## config.mk

```make
export PLATFORM = sky130hd
export DESIGN_NAME = seg_display_scan
export DESIGN_NICKNAME = d
export VERILOG_FILES = /design/src/rtl/seg_display_scan.sv
export SDC_FILE = /design/constraint.sdc
export NUM_CORES = 1
export LEC_CHECK = 0
export CORE_UTILIZATION = 47
export DETAILED_ROUTE_END_ITERATION = 8
export GPL_TIMING_DRIVEN = 0
export PLACE_DENSITY = 0.77
export SLEW_MARGIN = 0
export SYNTH_ARGS = -nofsm -noshare
export SYNTH_HDL_FRONTEND = slang
export SYNTH_SLANG_ARGS = --single-unit
```

## constraint.sdc

```tcl
create_clock -name clk -period 2.75 [get_ports clk]
set_clock_uncertainty 0.2 [all_clocks]
set_input_delay 0.6875 -clock clk [delete_from_list [all_inputs] [get_ports clk]]
set_output_delay 0.6875 -clock clk [all_outputs]
set_load 0.05 [all_outputs]
```

## src/rtl/seg_display_scan.sv

```systemverilog
// Six-digit multiplexed common-anode 7-segment scanner for packed-BCD time of day, with field/alert blink.
// Latency: an/seg/dp registered, one cycle after idx/blink/inputs; free-running, no backpressure.
module seg_display_scan #(
  parameter int SCAN_DIV  = 16,
  parameter int BLINK_DIV = 64
) (
  input  logic       clk,
  input  logic       reset,
  input  logic [7:0] hour,
  input  logic [7:0] minute,
  input  logic [7:0] second,
  input  logic [1:0] mode,
  input  logic       turn,
  input  logic       alert,
  output logic [5:0] an,
  output logic [6:0] seg,
  output logic       dp
);

  localparam int PW = (SCAN_DIV > 1) ? $clog2(SCAN_DIV) : 1;
  localparam int FW = (BLINK_DIV > 1) ? $clog2(BLINK_DIV) : 1;
  localparam logic [PW-1:0] PCNT_MAX = PW'(SCAN_DIV - 1);
  localparam logic [FW-1:0] FCNT_MAX = FW'(BLINK_DIV - 1);

  logic [PW-1:0] pcnt_q, pcnt_d;
  logic [2:0]    idx_q, idx_d;
  logic [FW-1:0] fcnt_q, fcnt_d;
  logic          blink_q, blink_d;
  logic [5:0]    an_q, an_d;
  logic [6:0]    seg_q, seg_d;
  logic          dp_q, dp_d;

  logic          slot_end;
  logic          frame_end;
  logic [3:0]    nibble;
  logic          set_mode;
  logic          in_field;
  logic          hide;

  function automatic logic [6:0] decode(input logic [3:0] d);
    case (d)
      4'd0:    decode = 7'h40;
      4'd1:    decode = 7'h79;
      4'd2:    decode = 7'h24;
      4'd3:    decode = 7'h30;
      4'd4:    decode = 7'h19;
      4'd5:    decode = 7'h12;
      4'd6:    decode = 7'h02;
      4'd7:    decode = 7'h78;
      4'd8:    decode = 7'h00;
      4'd9:    decode = 7'h10;
      default: decode = 7'h3F;
    endcase
  endfunction

  always_comb begin
    slot_end  = (pcnt_q == PCNT_MAX);
    frame_end = slot_end && (idx_q == 3'd5);

    pcnt_d = slot_end ? '0 : pcnt_q + 1'b1;
    idx_d  = idx_q;
    if (slot_end) idx_d = (idx_q == 3'd5) ? 3'd0 : idx_q + 3'd1;

    fcnt_d  = fcnt_q;
    blink_d = blink_q;
    if (frame_end) begin
      if (fcnt_q == FCNT_MAX) begin
        fcnt_d  = '0;
        blink_d = ~blink_q;
      end else begin
        fcnt_d = fcnt_q + 1'b1;
      end
    end

    case (idx_q)
      3'd0:    nibble = second[3:0];
      3'd1:    nibble = second[7:4];
      3'd2:    nibble = minute[3:0];
      3'd3:    nibble = minute[7:4];
      3'd4:    nibble = hour[3:0];
      default: nibble = hour[7:4];
    endcase

    // Mode 3 falls outside set_mode, so it behaves as run mode.
    set_mode = (mode == 2'd1) || (mode == 2'd2);
    in_field = turn ? (idx_q >= 3'd4) : ((idx_q == 3'd2) || (idx_q == 3'd3));
    hide     = blink_q && (alert || (set_mode && in_field));

    if (hide) begin
      an_d  = 6'h3F;
      seg_d = 7'h7F;
      dp_d  = 1'b1;
    end else begin
      an_d  = ~(6'b000001 << idx_q);
      seg_d = decode(nibble);
      dp_d  = !((idx_q == 3'd2) || (idx_q == 3'd4) || ((idx_q == 3'd0) && (mode == 2'd2)));
    end
  end

  always_ff @(posedge clk or posedge reset) begin
    if (reset) begin
      pcnt_q  <= '0;
      idx_q   <= 3'd0;
      fcnt_q  <= '0;
      blink_q <= 1'b0;
      an_q    <= 6'h3F;
      seg_q   <= 7'h7F;
      dp_q    <= 1'b1;
    end else begin
      pcnt_q  <= pcnt_d;
      idx_q   <= idx_d;
      fcnt_q  <= fcnt_d;
      blink_q <= blink_d;
      an_q    <= an_d;
      seg_q   <= seg_d;
      dp_q    <= dp_d;
    end
  end

  assign an  = an_q;
  assign seg = seg_q;
  assign dp  = dp_q;

endmodule

```

==> results summary, run 1 <==
The flow ran to the end, and the final reports show no timing, DRC or antenna violations. The data arrival time of the worst path is 2650 ps. The startpoint of the lowest-slack register-to-register path is idx_q[1].

The startpoint identified for the worst hold timing path is pcnt_q[3]. The cell at the root of the clock tree is sky130_fd_sc_hd__clkbuf_4. The async set-reset flop share out of synthesis is 1.00. The number of sinks on the clock net came out at 28. The weighted congestion reported at the end of routability-driven placement is 0.803.

The later pin in the worst-skew pair is clocked with a latency of 320 ps. The synthesized instance count is 152. The standard-cell row count came out at 20. The area occupied by registers came out at 719 um2. The number of hold violations in the final report is 0. Counting the buffers created by CTS gives 3. The largest area contributor in the netlist is sky130_fd_sc_hd__dfstp_2. The amount of wire on met3 after detailed routing came out at 156 um. The pin count of the biggest net entering global routing is 29.

The total overflow left after global routing is 0. Across all layers, the routed design uses 1280 vias. After detailed placement, the design holds a cell count of 239.

The count of state elements after synthesis came out at 28. Leaving out fill and tap cells, the most frequent cells in the layout are sky130_fd_sc_hd__clkdlybuf4s50_1, sky130_fd_sc_hd__nand2_1, sky130_fd_sc_hd__dfstp_2. The post-detailed-route via-to-cell ratio is 5.27. The count of port buffers added during placement came out at 43. The worst setup path is captured at a register.

Counting every net in the synthesized netlist gives 189. The detailed router's first-iteration violation count came out at 63. The die covers 3580 um2.

The fraction of final layout cells sized beyond drive strength 1 is 0.226. The area occupied by multi-input gates came out at 779 um2. The initial antenna violation count came out at 0.

The final clock period utilization by the worst path is 0.942. The highest metal layer with signal wires is met4. By area the synthesized netlist is led by sky130_fd_sc_hd__dfstp_2, sky130_fd_sc_hd__dfrtp_1, sky130_fd_sc_hd__ha_1, sky130_fd_sc_hd__nand2_1, sky130_fd_sc_hd__mux2_2.

The number of buffers inserted by post-CTS setup repair came out at 0. The layout net count is 237. The critical path start-end classification is reg -> reg. The synthesized netlist occupies a cell area of 1570 um2. The data required time of the worst path is 2810 ps. The diode insertion count for antenna repair came out at 0. The worst-case headroom to the max-slew limit came out at 0.326.

The transition at the pin with the smallest max-transition slack is 1010 ps. The post-route minimum period came out at 2590 ps. The number of global-route vias before repair is 1254. The final setup violation count is 0. In the global route stage, overall resource usage came out at 0.212. The top-area cell type share of the netlist area came out at 0.234.

The most frequent standard cell in the layout excluding fill and tap cells is sky130_fd_sc_hd__clkdlybuf4s50_1. The number of nets with antenna violations after routing came out at 0. The mean routed wirelength per cell came out at 13.8 um.

The post-layout total power is 738 uW. The design area came out at 2090 um2. The fill cell total of the finished layout came out at 274. The synthesized area per cell came out at 10.4 um2. In the synthesized netlist the dominant register cell turns out to be sky130_fd_sc_hd__dfstp_2. For this design the ratio of total power to cell area is 354 nW/um2. TritonCTS built the clock tree. For this run, the register share of the synthesized area comes to 0.456. The element type at the critical path start is a register. The number of warnings issued by yosys is 0. The initial utilization of the core area, before any placement, comes to 0.507. After detailed routing, the number of remaining DRC violations is 0. The total length of routed met2 wires is 1.52 mm. After floorplanning, the core was sized to cover 3100 um2. The first-pass GRT wire length came out at 5.58 mm. The type of the worst min-delay path is reg -> reg.

The CTS H-tree depth is 1. Setup repair after global routing left no endpoint under its margin. The maximum clock frequency came out at 386 MHz.

The wire-length estimate of the detail-placed layout is 2.64 mm. The total cell area at the placement stage is 2060 um2. The CTS clock-pin slew for the worst setup and hold paths is 140 ps.

The routed wire length came out at 3.34 mm. The first-pass detailed-route iteration total is 4. The max-slew violation count came to 0. Tracing the worst setup path back leads to its startpoint at idx_q[1]. The critical-path maximum fanout is 10. The leakage power is 0.883 nW. The longest clock path from root to sink contains 2 buffers. The highest ir drop seen on vdd is 205 uV.

The final setup TNS came out at 0 ps. The number of standard cells in the final layout excluding fillers came out at 243. The number of enable flip-flop cells after synthesis came out at 0. The horizontal extent of the die came out at 59.9 um.

The number of different library cells used by synthesis comes to 44. The tool flagged a number of max-cap violations equal to 0. The post-synthesis to final-layout area growth came out at 32.6%. The met1 routed wirelength after detailed routing is 1.61 mm.

The die extent in y came out at 59.9 um. The count of boundary I/O pins came out at 44.
-- area by class of cell --
class	instances	share of cell area
multi-input cells	112	0.374
flip-flops and latches	28	0.345
repair buffers	43	0.206
well taps	44	0.0264
plain buffers	5	0.0240
clock buffers	4	0.0126
inverters	7	0.0126
-- worst max-delay path: stages, from the launching register on --
cell and delay [ps]:
sky130_fd_sc_hd__dfrtp_1 470, sky130_fd_sc_hd__buf_6 160, sky130_fd_sc_hd__and2_2 190, sky130_fd_sc_hd__ha_1 280
sky130_fd_sc_hd__a21o_1 200, sky130_fd_sc_hd__buf_6 140, sky130_fd_sc_hd__o21ai_0 80, sky130_fd_sc_hd__o22a_2 220
sky130_fd_sc_hd__inv_1 80, sky130_fd_sc_hd__ha_1 190, sky130_fd_sc_hd__a221o_1 320
-- sequential cells by signal, summed over array words and instances, names as in the netlist --
| signal | flops |
|---|---|
| blink_q | 1 |
| an | 6 |
| pcnt_q | 4 |
| fcnt_q | 6 |
| dp | 1 |
| idx_q | 3 |
| seg | 7 |
-- cell usage after synthesis, types with 2 or more instances --
master	number
sky130_fd_sc_hd__a211oi_1	2
sky130_fd_sc_hd__a21o_1	2
sky130_fd_sc_hd__a21oi_1	8
sky130_fd_sc_hd__a22oi_1	2
sky130_fd_sc_hd__and3_1	2
sky130_fd_sc_hd__and3b_1	2
sky130_fd_sc_hd__buf_6	4
sky130_fd_sc_hd__dfrtp_1	14
sky130_fd_sc_hd__dfstp_2	14
sky130_fd_sc_hd__ha_1	7
sky130_fd_sc_hd__inv_1	5
sky130_fd_sc_hd__inv_2	2
sky130_fd_sc_hd__mux2_2	5
sky130_fd_sc_hd__nand2_1	19
sky130_fd_sc_hd__nand3_1	9
sky130_fd_sc_hd__nand4_1	2
sky130_fd_sc_hd__nor2_1	9
sky130_fd_sc_hd__nor3_1	3
sky130_fd_sc_hd__o21ai_0	9
sky130_fd_sc_hd__o21ai_1	2
sky130_fd_sc_hd__o22a_2	2
sky130_fd_sc_hd__or3_1	2
sky130_fd_sc_hd__xnor2_1	3
sky130_fd_sc_hd__xor2_1	3
-- final timing paths --
path	endpoint	slack, ps	cells after the start
min	pcnt_q[3]	290	1
max	seg[2]	160	10
max in group asynchronous	idx_q[0]	990	2
min in group asynchronous	fcnt_q[0]	690	2
min reg2reg	pcnt_q[3]	290	1
max reg2reg	seg[2]	160	10
-- power breakdown --
| group | leakage (nW) | total [mW] | internal, mW | switching, mW |
|---|---|---|---|---|
| Sequential | 0.328 | 0.429 | 0.427 | 0.00229 |
| Combinational | 0.540 | 0.140 | 0.0686 | 0.0710 |
| Clock | 0.0150 | 0.170 | 0.0569 | 0.113 |
-- what timing repair did --
action	4_1_cts	5_1_grt
setup endpoints to repair	0	1
hold buffers	0	0
gates resized for setup	0	1
-- metrics by stage --
| step | util | hold slack (ps) | setup slack (ps) |
|---|---|---|---|
| 4_1_cts | 0.672 | 297 | 151 |
| 3_3_place_gp | 0.664 | 264 | 121 |
| 2_1_floorplan | - | 243 | 401 |
| 3_5_place_dp | 0.664 | 279 | 93.2 |
| 6_report | 0.673 | 290 | 158 |
| 5_1_grt | 0.673 | 317 | 24.0 |
-- routing by layer --
layer	global-route usage	vias to the layer above
met5	0	-
met4	0.0698	0
met1	0.281	586
met3	0.0368	5
met2	0.349	48
li1	-	641
-- kinds of logic after synthesis --
logic type	synth area share
multiplexers	0.0429
XOR/XNOR	0.0334
buffers and inverters	0.0485
AO/OA/AOI/OAI	0.176
flip-flops	0.456
adder cells (fa/ha/maj)	0.0556
AND/OR/NAND/NOR	0.187
Note: power is estimated with default switching activity, not from simulation.
==> run 2, diff against run 1 <==
Clock period 2.75 ns to 2.6 ns, I/O delays scaled along.
==> run 2 against run 1 <==
  * Sequential cell count stayed put
  * Cell count stayed put
  * Utilization is 0.44 points higher
  * Clock power is 6% higher
  * Non-clock buffer count stayed put
==> results summary, run 2 (synthesized netlist as in run 1, its figures left out) <==
The initial antenna violation count came out at 0 (unchanged). The post-detailed-route via-to-cell ratio was 5.30 (was 5.27). The weighted congestion reported at the end of routability-driven placement is 0.803 (unchanged). The post-route minimum period is 2520 ps. The worst-case headroom to the max-slew limit came to 0.326 (about the same).

The transition at the pin with the smallest max-transition slack came to 1010 ps (about the same). The type of destination of the critical path was an output port (was register). The sum of net half-perimeters after detailed placement came out at 2.64 mm (unchanged). Ordered cell list for the critical path: clkdlybuf4s50_1 (was buf_6, and2_2, ha_1, a21o_1, buf_6, o21ai_0, o22a_2, inv_1, ha_1, a221o_1). The final clock period utilization by the worst path is 0.971. The CTS clock-pin slew for the worst setup and hold paths came out at 140 ps (about the same).

The number of hold violations in the final report is 0 (unchanged). The horizontal extent of the die is 59.9 um (unchanged). The initial cell density of the core is 0.507 (unchanged). The first-pass GRT wire length came to 5.58 mm (unchanged). The count of port buffers added during placement came out at 43 (unchanged). The critical-path maximum fanout is 1 (was 10). The number of sinks on the clock net came out at 28 (unchanged). The final setup slack of the worst path is 75.0 ps (was 158 ps). The type of the worst min-delay path is reg -> reg (unchanged). The area occupied by multi-input gates came out at 792 um2 (was 779 um2).

The mean routed wirelength per cell came out at 13.8 um (about the same). The standard-cell row count is 20 (unchanged). The leakage power is 0.884 nW (was 0.883 nW). The worst-path cell with the longest stage delay was sky130_fd_sc_hd__clkdlybuf4s50_1 (was sky130_fd_sc_hd__dfrtp_1).

The number of DRC violations after detailed routing came to 0 (unchanged). The pin count of the biggest net entering global routing is 29 (unchanged). The CTS H-tree depth was 1 (unchanged). The area occupied by registers came out at 721 um2 (was 719 um2). The layout net count came out at 237 (unchanged). The insertion delay to the later sink of the worst-skew pair came out at 330 ps (was 320 ps).

The fraction of final layout cells sized beyond drive strength 1 came out at 0.236 (was 0.226). The largest delay contributor family on the critical path is buffers and inverters (was compound AO/OA/AOI/OAI gates). The total cell area at the placement stage came out at 2060 um2 (unchanged). The CTS tree was done (unchanged). The overall global routing resource usage is 0.212 (unchanged).

The data arrival time of the worst path came out at 1670 ps (was 2650 ps). The placeable core region is 3100 um2 (unchanged). The design area is 2100 um2 (was 2090 um2). The first-pass detailed-route iteration total came out at 4 (unchanged).

The fill cell total of the finished layout is 273 (was 274). The residual overflow from global routing is 0 (unchanged). The number of nets with antenna violations after routing came out at 0 (unchanged). The post-synthesis to final-layout area growth is 33.5% (was 32.6%). The element type at the critical path start is a register (unchanged). The count of boundary I/O pins is 44 (unchanged). The critical path's largest stage delay is 820 ps (was 470 ps). The most frequent standard cell in the layout excluding fill and tap cells is sky130_fd_sc_hd__clkdlybuf4s50_1 (unchanged). The number of buffers added by the clock tree synthesis step came out at 3 (unchanged). The number of flip-flops under the largest register name came to 7 (unchanged). The critical path start-end classification is reg -> out (was reg -> reg). The final setup violation count is 0 (unchanged). Most frequent cells in the layout: sky130_fd_sc_hd__clkdlybuf4s50_1, sky130_fd_sc_hd__nand2_1, sky130_fd_sc_hd__dfstp_2 (unchanged). The highest ir drop seen on vdd came out at 217 uV (was 205 uV).

The power per cell area is 372 nW/um2 (was 354 nW/um2). The number of vias after detailed routing came out at 1289 (was 1280). The cell at the root of the clock tree is sky130_fd_sc_hd__clkbuf_4 (unchanged). The number of global-route vias before repair came out at 1254 (unchanged). The number of buffers between clock root and the deepest sink is 2 (unchanged). Outcome: complete, no violations (unchanged).

The minimum setup slack after placement came to -19.3 ps (was 93.2 ps). The routed wire length came out at 3.35 mm (was 3.34 mm). The detailed router's first-iteration violation count came out at 43 (was 63).

The data required time of the worst path is 1750 ps (was 2810 ps). The die extent in y is 59.9 um (unchanged). The max-slew violation count is 0 (unchanged).

The die outline area is 3580 um2 (unchanged). The total buffers and inverters traversed by the critical path came out at 1 (was 3). The post-layout total power is 781 uW (was 738 uW). The number of max-cap violations came out at 0 (unchanged). The maximum clock frequency is 396 MHz. The diode insertion count for antenna repair is 0 (unchanged).
-- run 2: where the power goes --
part / internal (mW) / total (mW) / switching (mW)
clock: 0.0602 / 0.180 / 0.120
sequential: 0.451 / 0.454 / 0.00242
combinational: 0.0725 / 0.148 / 0.0751
total: 0.584 / 0.781 / 0.197
-- run 2: layout make-up --
cell class / instances / share of cell area
multi-input cells: 112 / 0.377
flip-flops and latches: 28 / 0.343
repair buffers: 43 / 0.205
well taps: 44 / 0.0262
plain buffers: 5 / 0.0238
clock buffers: 4 / 0.0125
inverters: 7 / 0.0125
-- run 2: what timing repair did --
item / 4_1_cts / 5_1_grt
hold buffers: 0 / 0
setup buffers: 0 / 0
gates resized for setup: 0 / 4
endpoints found under the setup margin: 0 / 6
-- run 2: worst reg2reg max path, stage by stage, from the launching register on --
cell                      delay (ps)
sky130_fd_sc_hd__dfrtp_2         490
sky130_fd_sc_hd__buf_6           160
sky130_fd_sc_hd__and2_2          190
sky130_fd_sc_hd__ha_4            190
sky130_fd_sc_hd__a21o_1          170
sky130_fd_sc_hd__buf_6           140
sky130_fd_sc_hd__o21ai_0          80
sky130_fd_sc_hd__o22a_2          220
sky130_fd_sc_hd__inv_1            80
sky130_fd_sc_hd__ha_1            290
sky130_fd_sc_hd__nor2_1          120
sky130_fd_sc_hd__o21ai_0          80
-- run 2: final timing paths --
| path | startpoint | endpoint | slack, ps | cells past startpoint |
|---|---|---|---|---|
| max | seg[6] | seg[6] | 80 | 1 |
| min | pcnt_q[3] | pcnt_q[3] | 290 | 1 |
| max reg2reg | idx_q[0] | seg[1] | 120 | 11 |
| min reg2reg | pcnt_q[3] | pcnt_q[3] | 290 | 1 |
| max in group asynchronous | reset | idx_q[1] | 880 | 2 |
| min in group asynchronous | reset | pcnt_q[3] | 650 | 2 |
-- run 2: metal layers --
metal / up-vias / GRT usage / wire (um)
met4: 0 / 0.0698 / 48
met1: 587 / 0.281 / 1590
met5: - / 0 / 0
met2: 54 / 0.349 / 1530
met3: 5 / 0.0368 / 178
li1: 643 / - / -
-- run 2: stage by stage --
step	hold slack (ps)	utilization	TNS [ps]	cells
floorplan	243	-	0	152
global placement	264	0.664	0	239
detailed placement	279	0.664	-19.3	239
CTS	297	0.672	0	243
global route	317	0.677	-2.28	243
finish	290	0.677	0	243
